**src/rtl/dm_port_arbiter.sv**
```systemverilog
// Single-port data memory arbiter: MEM stage has priority, DMA gets a forced slot
// after STARVE_LIMIT consecutive denials. DMA read data returns one cycle after grant.
//
// state   | meaning
// PL_PRI  | pipeline wins any conflict; starvation counter tracks DMA denials
// DMA_PRI | one forced DMA slot; pipeline stalled if it also requests
module dm_port_arbiter #(
    parameter int DW           = 8,
    parameter int AW           = 8,
    parameter int STARVE_LIMIT = 4
) (
    input  logic          clk,
    input  logic          reset,
    input  logic          pl_en,
    input  logic          pl_we,
    input  logic [AW-1:0] pl_addr,
    input  logic [DW-1:0] pl_wdata,
    output logic          pl_stall,
    input  logic          dma_req,
    input  logic          dma_we,
    input  logic [AW-1:0] dma_addr,
    input  logic [DW-1:0] dma_wdata,
    output logic          dma_gnt,
    output logic          dma_rvalid,
    output logic [DW-1:0] dma_rdata,
    output logic          mem_ena,
    output logic          mem_wea,
    output logic [AW-1:0] mem_addra,
    output logic [DW-1:0] mem_dina,
    input  logic [DW-1:0] mem_douta
);

    typedef enum logic {
        PL_PRI  = 1'b0,
        DMA_PRI = 1'b1
    } state_t;

    localparam logic [3:0] LIMIT_M1 = 4'(STARVE_LIMIT - 1);

    state_t     state, state_nxt;
    logic [3:0] starve_cnt, starve_cnt_nxt;
    logic       rd_owner_q;
    logic       dma_own, pl_own;

    always_ff @(posedge clk or negedge reset) begin
        if (!reset) begin
            state      <= PL_PRI;
            starve_cnt <= '0;
            rd_owner_q <= 1'b0;
        end else begin
            state      <= state_nxt;
            starve_cnt <= starve_cnt_nxt;
            rd_owner_q <= dma_own & ~dma_we;
        end
    end

    always_comb begin
        state_nxt      = state;
        starve_cnt_nxt = starve_cnt;
        dma_own        = 1'b0;
        pl_own         = 1'b0;
        case (state)
            PL_PRI: begin
                if (pl_en) begin
                    pl_own = 1'b1;
                    if (dma_req && (starve_cnt == LIMIT_M1)) begin
                        state_nxt = DMA_PRI;
                    end
                end else if (dma_req) begin
                    dma_own = 1'b1;
                end
            end
            DMA_PRI: begin
                state_nxt = PL_PRI;
                if (dma_req) begin
                    dma_own = 1'b1;
                end else begin
                    pl_own = pl_en;
                end
            end
            default: state_nxt = PL_PRI;
        endcase
        // Saturating count of consecutive denials; any grant or idle cycle restarts it.
        if (!dma_req || dma_own) begin
            starve_cnt_nxt = '0;
        end else if (starve_cnt != 4'hF) begin
            starve_cnt_nxt = starve_cnt + 4'd1;
        end
    end

    always_comb begin
        mem_ena   = 1'b0;
        mem_wea   = 1'b0;
        mem_addra = '0;
        mem_dina  = '0;
        if (dma_own) begin
            mem_ena   = 1'b1;
            mem_wea   = dma_we;
            mem_addra = dma_addr;
            mem_dina  = dma_wdata;
        end else if (pl_own) begin
            mem_ena   = 1'b1;
            mem_wea   = pl_we;
            mem_addra = pl_addr;
            mem_dina  = pl_wdata;
        end
    end

    assign dma_gnt    = dma_own;
    assign pl_stall   = pl_en & dma_own;
    assign dma_rvalid = rd_owner_q;
    assign dma_rdata  = rd_owner_q ? mem_douta : '0;

endmodule
```
**config.mk**
```make
export PLATFORM = sky130hd
export DESIGN_NAME = dm_port_arbiter
export DESIGN_NICKNAME = d
export VERILOG_FILES = /design/src/rtl/dm_port_arbiter.sv
export SDC_FILE = /design/constraint.sdc
export NUM_CORES = 1
export LEC_CHECK = 0
export ABC_AREA = 0
export BUFFER_PORTS_ARGS = -buffer_cell sky130_fd_sc_hd__buf_2
export CAP_MARGIN = 20
export CORE_MARGIN = 5
export CORE_UTILIZATION = 25
export CTS_BUF_LIST = sky130_fd_sc_hd__clkbuf_4
export DETAILED_ROUTE_END_ITERATION = 10
export PLACE_DENSITY_LB_ADDON = 0.12
export SYNTH_ARGS = -nofsm -noshare
export SYNTH_HDL_FRONTEND = slang
export SYNTH_SLANG_ARGS = --single-unit
```
**constraint.sdc**
```tcl
create_clock -name clk -period 1.47 [get_ports clk]
set_clock_uncertainty 0.1 [all_clocks]
set_input_delay 0.2205 -clock clk [delete_from_list [all_inputs] [get_ports clk]]
set_output_delay 0.2205 -clock clk [all_outputs]
set_load 0.01 [all_outputs]
```
======== Word-level counts from Yosys, hierarchy flattened ========
Cells that the tools add are included.
word-level totals
  register bits after elaboration ......... 6
  bits in latches ......................... 0
  RAM bits ................................ 0
  memory bits (read-only) ................. 0
  output and inout bits ................... 29
  memories kept ........................... 0
operators by class
  $add $sub $neg .......................... 1
  multipliers ............................. 0
  div/mod/pow operators ................... 0
  order comparisons ....................... 0
  eq/ne operators ......................... 2
  shift-type cells ........................ 0
  multiplexer cells ....................... 20
  bitwise logic cells ..................... 4
  reduce and logical (&&, ||, !) cells .... 4
operators by type and width
  operator                                                               number
  8-bit two-way mux                                                      5
  1-bit two-way mux                                                      10
  4-bit two-way mux                                                      2
  1-bit case mux with 2 select lines                                     3
  4-bit by 1-bit adder with 4-bit output, second input constant          1
  4-bit by 2-bit equality test with 1-bit output, second input constant  1
  4-bit != test, second input constant                                   1
  1-bit bitwise AND                                                      2
  1-bit NOT                                                              2
  2-bit nonzero test                                                     1
  1-bit logical AND                                                      1
  1-bit logical NOT                                                      1
  1-bit logical OR                                                       1

======== Longest topological paths before layout ========
Gate-level depths: netlist of the first run.
  depth after elaboration ................. 5
  mapped depth ............................ 4
  depth with buffers taken out ............ 4

======== Worst setup path after synthesis of the first run ========
No wires, ideal clock.
  path kind ............................... register to output
  start point ............................. register state
  end point ............................... output mem_addra[6]
  arrival time ............................ 1,044 ps
  slack ................................... 105 ps
  cell stages (with the launch flop) ...... 5
  path buffers ............................ 1
  cell sequence ........................... dfrtp_1 inv_2 a21boi_4 buf_6 a22o_2
on the way
  elaborated cells on any way between the ends .. 5
  those cells by class .................... mux: 4; bitwise: 1
RTL lines
  element                                 line  text
  start: declaration                      40    state_t state, state_nxt;
  start signal: assignment                51    state <= state_nxt;
  1-bit NOT                               -
  1-bit case mux with 2 select lines (*)  62    case (state)
  net dma_gnt                             23    output logic dma_gnt,
  8-bit two-way mux (*)                   96    if (dma_own) begin
  end: declaration                        28    output logic [AW-1:0] mem_addra,
Mark *: on every way through the listed nets, which the timed path passes. The rest lies on a longest branch.

======== Worst setup path after layout of the first run ========
  start point ............................. register state
  end point ............................... output mem_dina[5]
on the way
  longest elaborated chain between the ends .. 4
  elaborated cells on any way between the ends .. 5
  those cells by class .................... mux: 4; bitwise: 1
RTL lines
  element                             line  text
  1-bit NOT                           -
  1-bit case mux with 2 select lines  62
  8-bit two-way mux                   101   end else if (pl_own) begin
  8-bit two-way mux (*)               96
  end: declaration                    29    output logic [DW-1:0] mem_dina,
Every way passes the cells marked *; elsewhere a longest branch is shown, timed or not.

==> results of run 1 <==
## final cells by class
class,instances,area (µm²),area share
well taps,27,33.78,0.02974
clock buffers,3,22.52,0.01982
multi-input cells,46,409.1,0.3601
inverters,1,3.754,0.003304
repair buffers,82,516.7,0.4548
flip-flops and latches,6,150.1,0.1322
## report_power, final
| part | leakage [nW] | internal, mW | switching [mW] | total [mW] |
|---|---|---|---|---|
| clock network | 0.0138 | 0.0922 | 0.0580 | 0.150 |
| registers | 0.0822 | 0.169 | 0.00476 | 0.174 |
| logic | 0.565 | 0.162 | 0.107 | 0.269 |
## metal layers
| layer | part of all wire | vias up |
|---|---|---|
| met4 | 0.021 | 0 |
| met5 | 0 | - |
| li1 | - | 379 |
| met3 | 0.14 | 4 |
| met2 | 0.49 | 52 |
| met1 | 0.35 | 337 |
## placed cells by master, fill, tap and decap left out
| master | netlist | final |
|---|---|---|
| nor3_1 | 2 | 2 |
| buf_2 | 0 | 65 |
| a22o_1 | 9 | 9 |
| buf_6 | 2 | 13 |
| dlygate4sd3_1 | 0 | 1 |
| and2b_1 | 1 | 1 |
| xnor2_1 | 1 | 1 |
| mux2i_1 | 1 | 1 |
| a21boi_4 | 2 | 2 |
| buf_4 | 0 | 2 |
| a31oi_1 | 1 | 1 |
| or2_2 | 1 | 1 |
| nand2_1 | 1 | 1 |
| clkbuf_4 | 0 | 3 |
| a22o_2 | 8 | 2 |
| inv_2 | 1 | 1 |
| ha_1 | 1 | 1 |
| nor2_1 | 4 | 4 |
| buf_12 | 0 | 1 |
| nand3_1 | 3 | 3 |
| nor3b_1 | 1 | 1 |
| nor4b_1 | 1 | 1 |
| and3_1 | 1 | 1 |
| dfrtp_1 | 6 | 6 |
| a22o_4 | 0 | 6 |
| and2_1 | 8 | 8 |
## critical path, cell delays in order, from the launching register on
cell,delay [ps]
dfrtp_1,420
inv_2,100
a21boi_4,70
buf_6,130
a22o_2,260
buf_6,120
## repair_timing
| action | CTS | global route |
|---|---|---|
| buffers inserted | 2 | 1 |
| hold buffers | 1 | 0 |
| gates cloned | 1 | 0 |
| endpoints found under the hold margin | 6 | 0 |
| gates resized for setup | 18 | 1 |
| endpoints found under the setup margin | 18 | 18 |
| pin swaps | 12 | 1 |
## per-stage QoR
stage | instance area, µm² | total power, mW
5_1_grt | 1136 | 0.6271
3_3_place_gp | 957.2 | 0.3891
4_1_cts | 1125 | 0.5984
2_1_floorplan | 540.5 | 0.2734
6_report | 1136 | 0.5932
3_5_place_dp | 957.2 | 0.3922
## worst max path at each step
| stage | startpoint | end | cells after the start |
|---|---|---|---|
| global route | state | mem_addra[1] | 5 |
| finish | state | mem_dina[5] | 5 |
| global placement | state | mem_dina[5] | 5 |
| CTS | state | mem_addra[3] | 5 |
| detailed placement | state | mem_dina[0] | 5 |
| floorplan | state | mem_addra[6] | 4 |
## kinds of logic (layout without fill, tap and decap cells)
logic type	count (synthesis)	in the layout
XOR/XNOR	1	1
buffers and inverters	3	86
multiplexers	1	1
flip-flops	6	6
AO/OA/AOI/OAI	20	20
AND/OR/NAND/NOR	23	23
adder cells (fa/ha/maj)	1	1
## sequential cells by signal, indices dropped and copies added (netlist names)
signal	flops
dma_rvalid	1
starve_cnt	4
state	1
==> results.toml, run 1 <==
[setup_path]
startpoint_type = "flop"
rr_endpoint = "state"
ff2ff_setup_slack_ps = 180
end_kind = "output pin"
cp.required_ps = 1150
cp.arrival_ps = 1340
worst-setup-path-type = "flop to output pin"
cp_max_fo = 5
worst_r2r_startpoint = "state"
reg2reg_depth = 4

[cts]
cts.sinks = 6
insertion_delay_ps = 240
cts_root_buf = "clkbuf_4"
clock_path_buffers = 2
cts_buffers = 3
path_clk_slew_ps = 40
cts_tree = "yes"
cts_max_level = 1

[placed_design]
port_buffers = 74
dp_cells = 157
pre_cts_slack_ps = 20.30
finalWeightedCongestion = 0.7147

[worst_hold_path]
min_path_cells = 2
hold_path_end = "dma_rvalid"
min-delay-path-class = "input pin to flop"
hp-start = "dma_we"

[synthesis]
yosys.area_share.simple = 0.2407
synth_top_area_share = 0.2778
syn_area_per_cell_um2 = 9.828
syn-cell-area_um2 = 540.5
synthArstFlopShare = 1.000
ys_seq_area_frac = 0.2778
yosys.area_share.xor_xnor = 0.01620
yosysMostFrequentCell = "a22o_1"
synth_top_family_by_area = "compound AO/OA/AOI/OAI gates"
ys_types = 20
yosys_register_bits = 6
yosysTopAreaCell = "dfrtp_1"
synth_edf_count = 0
yosys-top-cells-area = "dfrtp_1 28%, a22o_2 15%, a22o_1 15%"
muxShareOfSynthArea = 0.01852
synth_nets = 102
ys_top_cells_by_count = "9 x a22o_1, 8 x a22o_2, 8 x and2_1"
synth_compound_area_frac = 0.3750
synthCells = 55
synthAdderAreaFrac = 0.02315
synth_ff_type = "dfrtp_1"
yosysWarnings = 0

[die]
ios = 75
start_util = 0.2700
dieHeight_um = 56.50
core_area_um2 = 2002
dieArea_um2 = 3192
rows = 16
die_w_um = 56.50

[grt]
met3_usage = 0.03440
met2_usage = 0.2327
top_usage_layer = "met2"
grt_pass1_wl_mm = 3.353
grt_pass1_vias = 784
overflow = 0
track_usage = 0.1310
antenna_found_initial = 0
grt_max_degree = 18
met1_usage = 0.1385

[finish]
stdcell_count = 165
postLayoutCoreUtil = 0.5675
final_nets = 187
drive_gt1_frac = 0.6957
antennaDiodeCount = 0
fillCellCount = 190
syn_to_final_growth_pct = 110.2

[timing]
setup_tns_ps = -3230
worst_pin_slew_ps = 255.9
fmax_mhz = 601.0
layout_setup_ws_ps = -194.0
period_minus_slack_ps = 1664
setup_viol = 18
rsz0062_at_grt = "true"
hold_viol = 0
relSlewSlack = 0.8270
slew_viol_final = 0
hold_slack_ps = 196.5
fin_crit_sh = 1.132

[drt]
wirelength_mm = 2.189
firstDrtPassIters = 4
via_per_inst = 4.679
vias = 772
first_iter_violations = 12
post-route-drc-count = 0
ant_nets = 0
routedWlPerCell_um = 13.27

[status]
violations = "setup timing"
status = "complete, but fails checks"

[power_and_ir_drop]
p_leak_nw = 0.6610
power_density_nw_per_um2 = 522.1
vdd_ir_drop_max_mv = 0.2501

[run]
cap_violations = 0
Power figures use the tool's default switching activity.
==> run 2, diff against run 1 <==
- ABC_AREA: 0 -> 1
==> run 2 against run 1 <==
Effect of this change:
- the run still ends with setup timing left
- hold slack lost 150 ps
- core utilization shrank 10 points
- fmax grew 7.5%
- register-to-register slack gained 50 ps
- total power shrank 4.8%
- sequential share of layout area is essentially flat
- first-iteration DRC count grew to 4.0 times the previous value
- critical path type unchanged
- critical endpoint is now mem_dina[1]
- largest power group unchanged
- highest routed layer unchanged
==> results.toml, run 2 <==
[status]
status = "complete, but fails checks"
violations = "setup timing"

[setup_path]
cp.required_ps = 1150
cp_cell_sequence = "a21oi_4 -> buf_12 -> nand2_1 -> nand2_1 -> buf_2"
startpoint_type = "flop"
cp_top_family = "flip-flops"
cp_slowest_cell = "dfrtp_1"
cp.arrival_ps = 1230
critPathMaxStageDelay_ps = 410
worst-setup-path-type = "flop to output pin"
path_buf_inv = 2
crit_path_frequent_cell = "nand2_1"
end_kind = "output pin"
ff2ff_setup_slack_ps = 230
cp_max_fo = 17

[die]
core_area_um2 = 2432
rows = 18
start_util = 0.2582
dieHeight_um = 60.13
ios = 75
die_w_um = 60.13
dieArea_um2 = 3615

[power_and_ir_drop]
power_density_nw_per_um2 = 497.6
p_sw_uw = 187.3
p_comb_frac = 0.420
internal_power_uw = 377.3
p_leak_nw = 0.7938
clkPwrFrac = 0.271
pwr-share-seq = 0.308
vdd_ir_drop_max_mv = 0.4536
swShare = 0.3318

[finish]
layout_commonest_cell = "buf_2"
drive_gt1_frac = 0.4697
fin_area_um2 = 1135
stdcell_count = 228
fillCellCount = 261
regMostFlops = "starve_cnt"
final_nets = 247
postLayoutCoreUtil = 0.4666
mostFrequentLayoutCells = "73 x buf_2, 67 x nand2_1, 16 x inv_1"
antennaDiodeCount = 0
syn_to_final_growth_pct = 80.68
largest_register_ffs = 4

[drt]
post-route-drc-count = 0
wirelength_mm = 2.278
routedWlPerCell_um = 9.991
via_per_inst = 4.136
ant_nets = 0
vias = 943
firstDrtPassIters = 4
first_iter_violations = 48

[synthesis]
synthCells = 118
synth_top_area_share = 0.4243
ys_top_cells_by_count = "71 x nand2_1, 16 x inv_1, 11 x nor2_1"
synthArstFlopShare = 1.000
yosysMostFrequentCell = "nand2_1"
syn-cell-area_um2 = 628.1
synth_edf_count = 0
yosysWarnings = 0
yosys_register_bits = 6
synth_nets = 165
synth_ff_type = "dfrtp_1"
yosys-top-cells-area = "nand2_1 42%, dfrtp_1 24%, inv_1 9.6%"
syn_area_per_cell_um2 = 5.323
ys_types = 14
ys_seq_area_frac = 0.2390
yosysTopAreaCell = "nand2_1"

[cts]
cts_max_level = 1
cts_root_buf = "clkbuf_4"
insertion_delay_ps = 250
clock_path_buffers = 2
cts_buffers = 3
cts.sinks = 6
path_clk_slew_ps = 50
cts_tree = "yes"

[grt]
grt_pass1_wl_mm = 2.946
grt_max_degree = 19
overflow = 0
grt_pass1_vias = 768
antenna_found_initial = 0
track_usage = 0.1050

[worst_hold_path]
min-delay-path-class = "input pin to flop"

[timing]
layout_setup_ws_ps = -77.50
slew_viol_final = 0
fin_crit_sh = 1.053
relSlewSlack = 0.8368
hold_slack_ps = 46.30
hold_viol = 0
rsz0062_at_grt = "true"
setup_tns_ps = -1188
period_minus_slack_ps = 1547
worst_pin_slew_ps = 244.8
setup_viol = 18
fmax_mhz = 646.2

[placed_design]
finalWeightedCongestion = 0.7541
dp_cells = 220
place_area_um2 = 1030
port_buffers = 74
hpwl_mm = 1.834

[run]
cap_violations = 0
==> run 2: cell count changes in the layout (fill, tap and decap cells not counted), sizes merged, moves of 2 or more <==
cell	change
nor3	-2
and2	-8
a21boi	-2
inv	+19
nor2	+7
buf	-4
a22o	-17
nand2	+72
==> run 2: cell families (layout without fill, tap and decap cells) <==
family / Yosys count / after routing / share of synthesized area
adders and majority gates: 1 / 1 / 0.01992
and+or+nand+nor: 88 / 88 / 0.5518
AOI/OAI and AO/OA: 1 / 1 / 0.02590
buffers and inverters: 22 / 102 / 0.1633
DFF: 6 / 6 / 0.2390
==> run 2: worst reg2reg max path, delay by kind of cell (launching register included) <==
kind | cells | cell delay, ps
adder cells (fa/ha/maj) | 1 | 280
buffers and inverters | 1 | 60
flip-flops | 1 | 400
AND/OR/NAND/NOR | 3 | 310
==> run 2: area by class of cell <==
| cell class | instances | area [µm²] | area share |
|---|---|---|---|
| timing repair buffer | 78 | 421.7 | 0.3716 |
| clock buffer | 3 | 22.52 | 0.01985 |
| inverter | 19 | 83.83 | 0.07387 |
| tap | 30 | 37.54 | 0.03308 |
| sequential | 6 | 150.1 | 0.1323 |
| multi-input combinational | 90 | 401.6 | 0.3539 |
| timing repair inverter | 2 | 17.52 | 0.01544 |
==> run 2: routing by layer <==
layer | track usage | vias to the layer above | routed length (µm)
met2 | 0.2006 | 43 | 1134
met1 | 0.1030 | 391 | 824
li1 | - | 504 | -
met3 | 0.03240 | 5 | 295
met4 | 0.04114 | 0 | 25
met5 | 0 | - | 0
==> run 2: metrics by stage <==
stage          setup WS [ps]  power, mW
5_1_grt               -168.1     0.6103
2_1_floorplan          234.4     0.2738
3_3_place_gp           193.9     0.3888
6_report              -77.50     0.5647
3_5_place_dp           175.0     0.3917
4_1_cts               -88.80     0.5555
==> run 2: power groups by stage <==
stage | clock network (mW) | registers (mW) | logic (mW)
3_5_place_dp | 0 | 0.177 | 0.215
6_report | 0.153 | 0.174 | 0.237
4_1_cts | 0.163 | 0.174 | 0.219
3_3_place_gp | 0 | 0.177 | 0.212
2_1_floorplan | 0 | 0.175 | 0.0988
5_1_grt | 0.172 | 0.175 | 0.263
==> run 2: path summary, 6_finish.rpt <==
| path | from | to | depth (start not counted) |
|---|---|---|---|
| worst max-delay path | state | mem_dina[1] | 5 |
| worst min-delay path | dma_we | dma_rvalid | 2 |
| worst max register to register | starve_cnt[0] | starve_cnt[2] | 5 |
| worst min register to register | starve_cnt[1] | starve_cnt[1] | 2 |
| max in group asynchronous | reset | state | 2 |
| min in group asynchronous | reset | starve_cnt[2] | 2 |
==> run 2: timing repair <==
| item | CTS | global route |
|---|---|---|
| cloned | 0 | 2 |
| hold endpoints to repair | 6 | 0 |
| pin swaps | 0 | 1 |
| hold buffers | 1 | 0 |
| setup buffers | 0 | 2 |
| gates resized for setup | 1 | 9 |
| setup endpoints to repair | 17 | 19 |
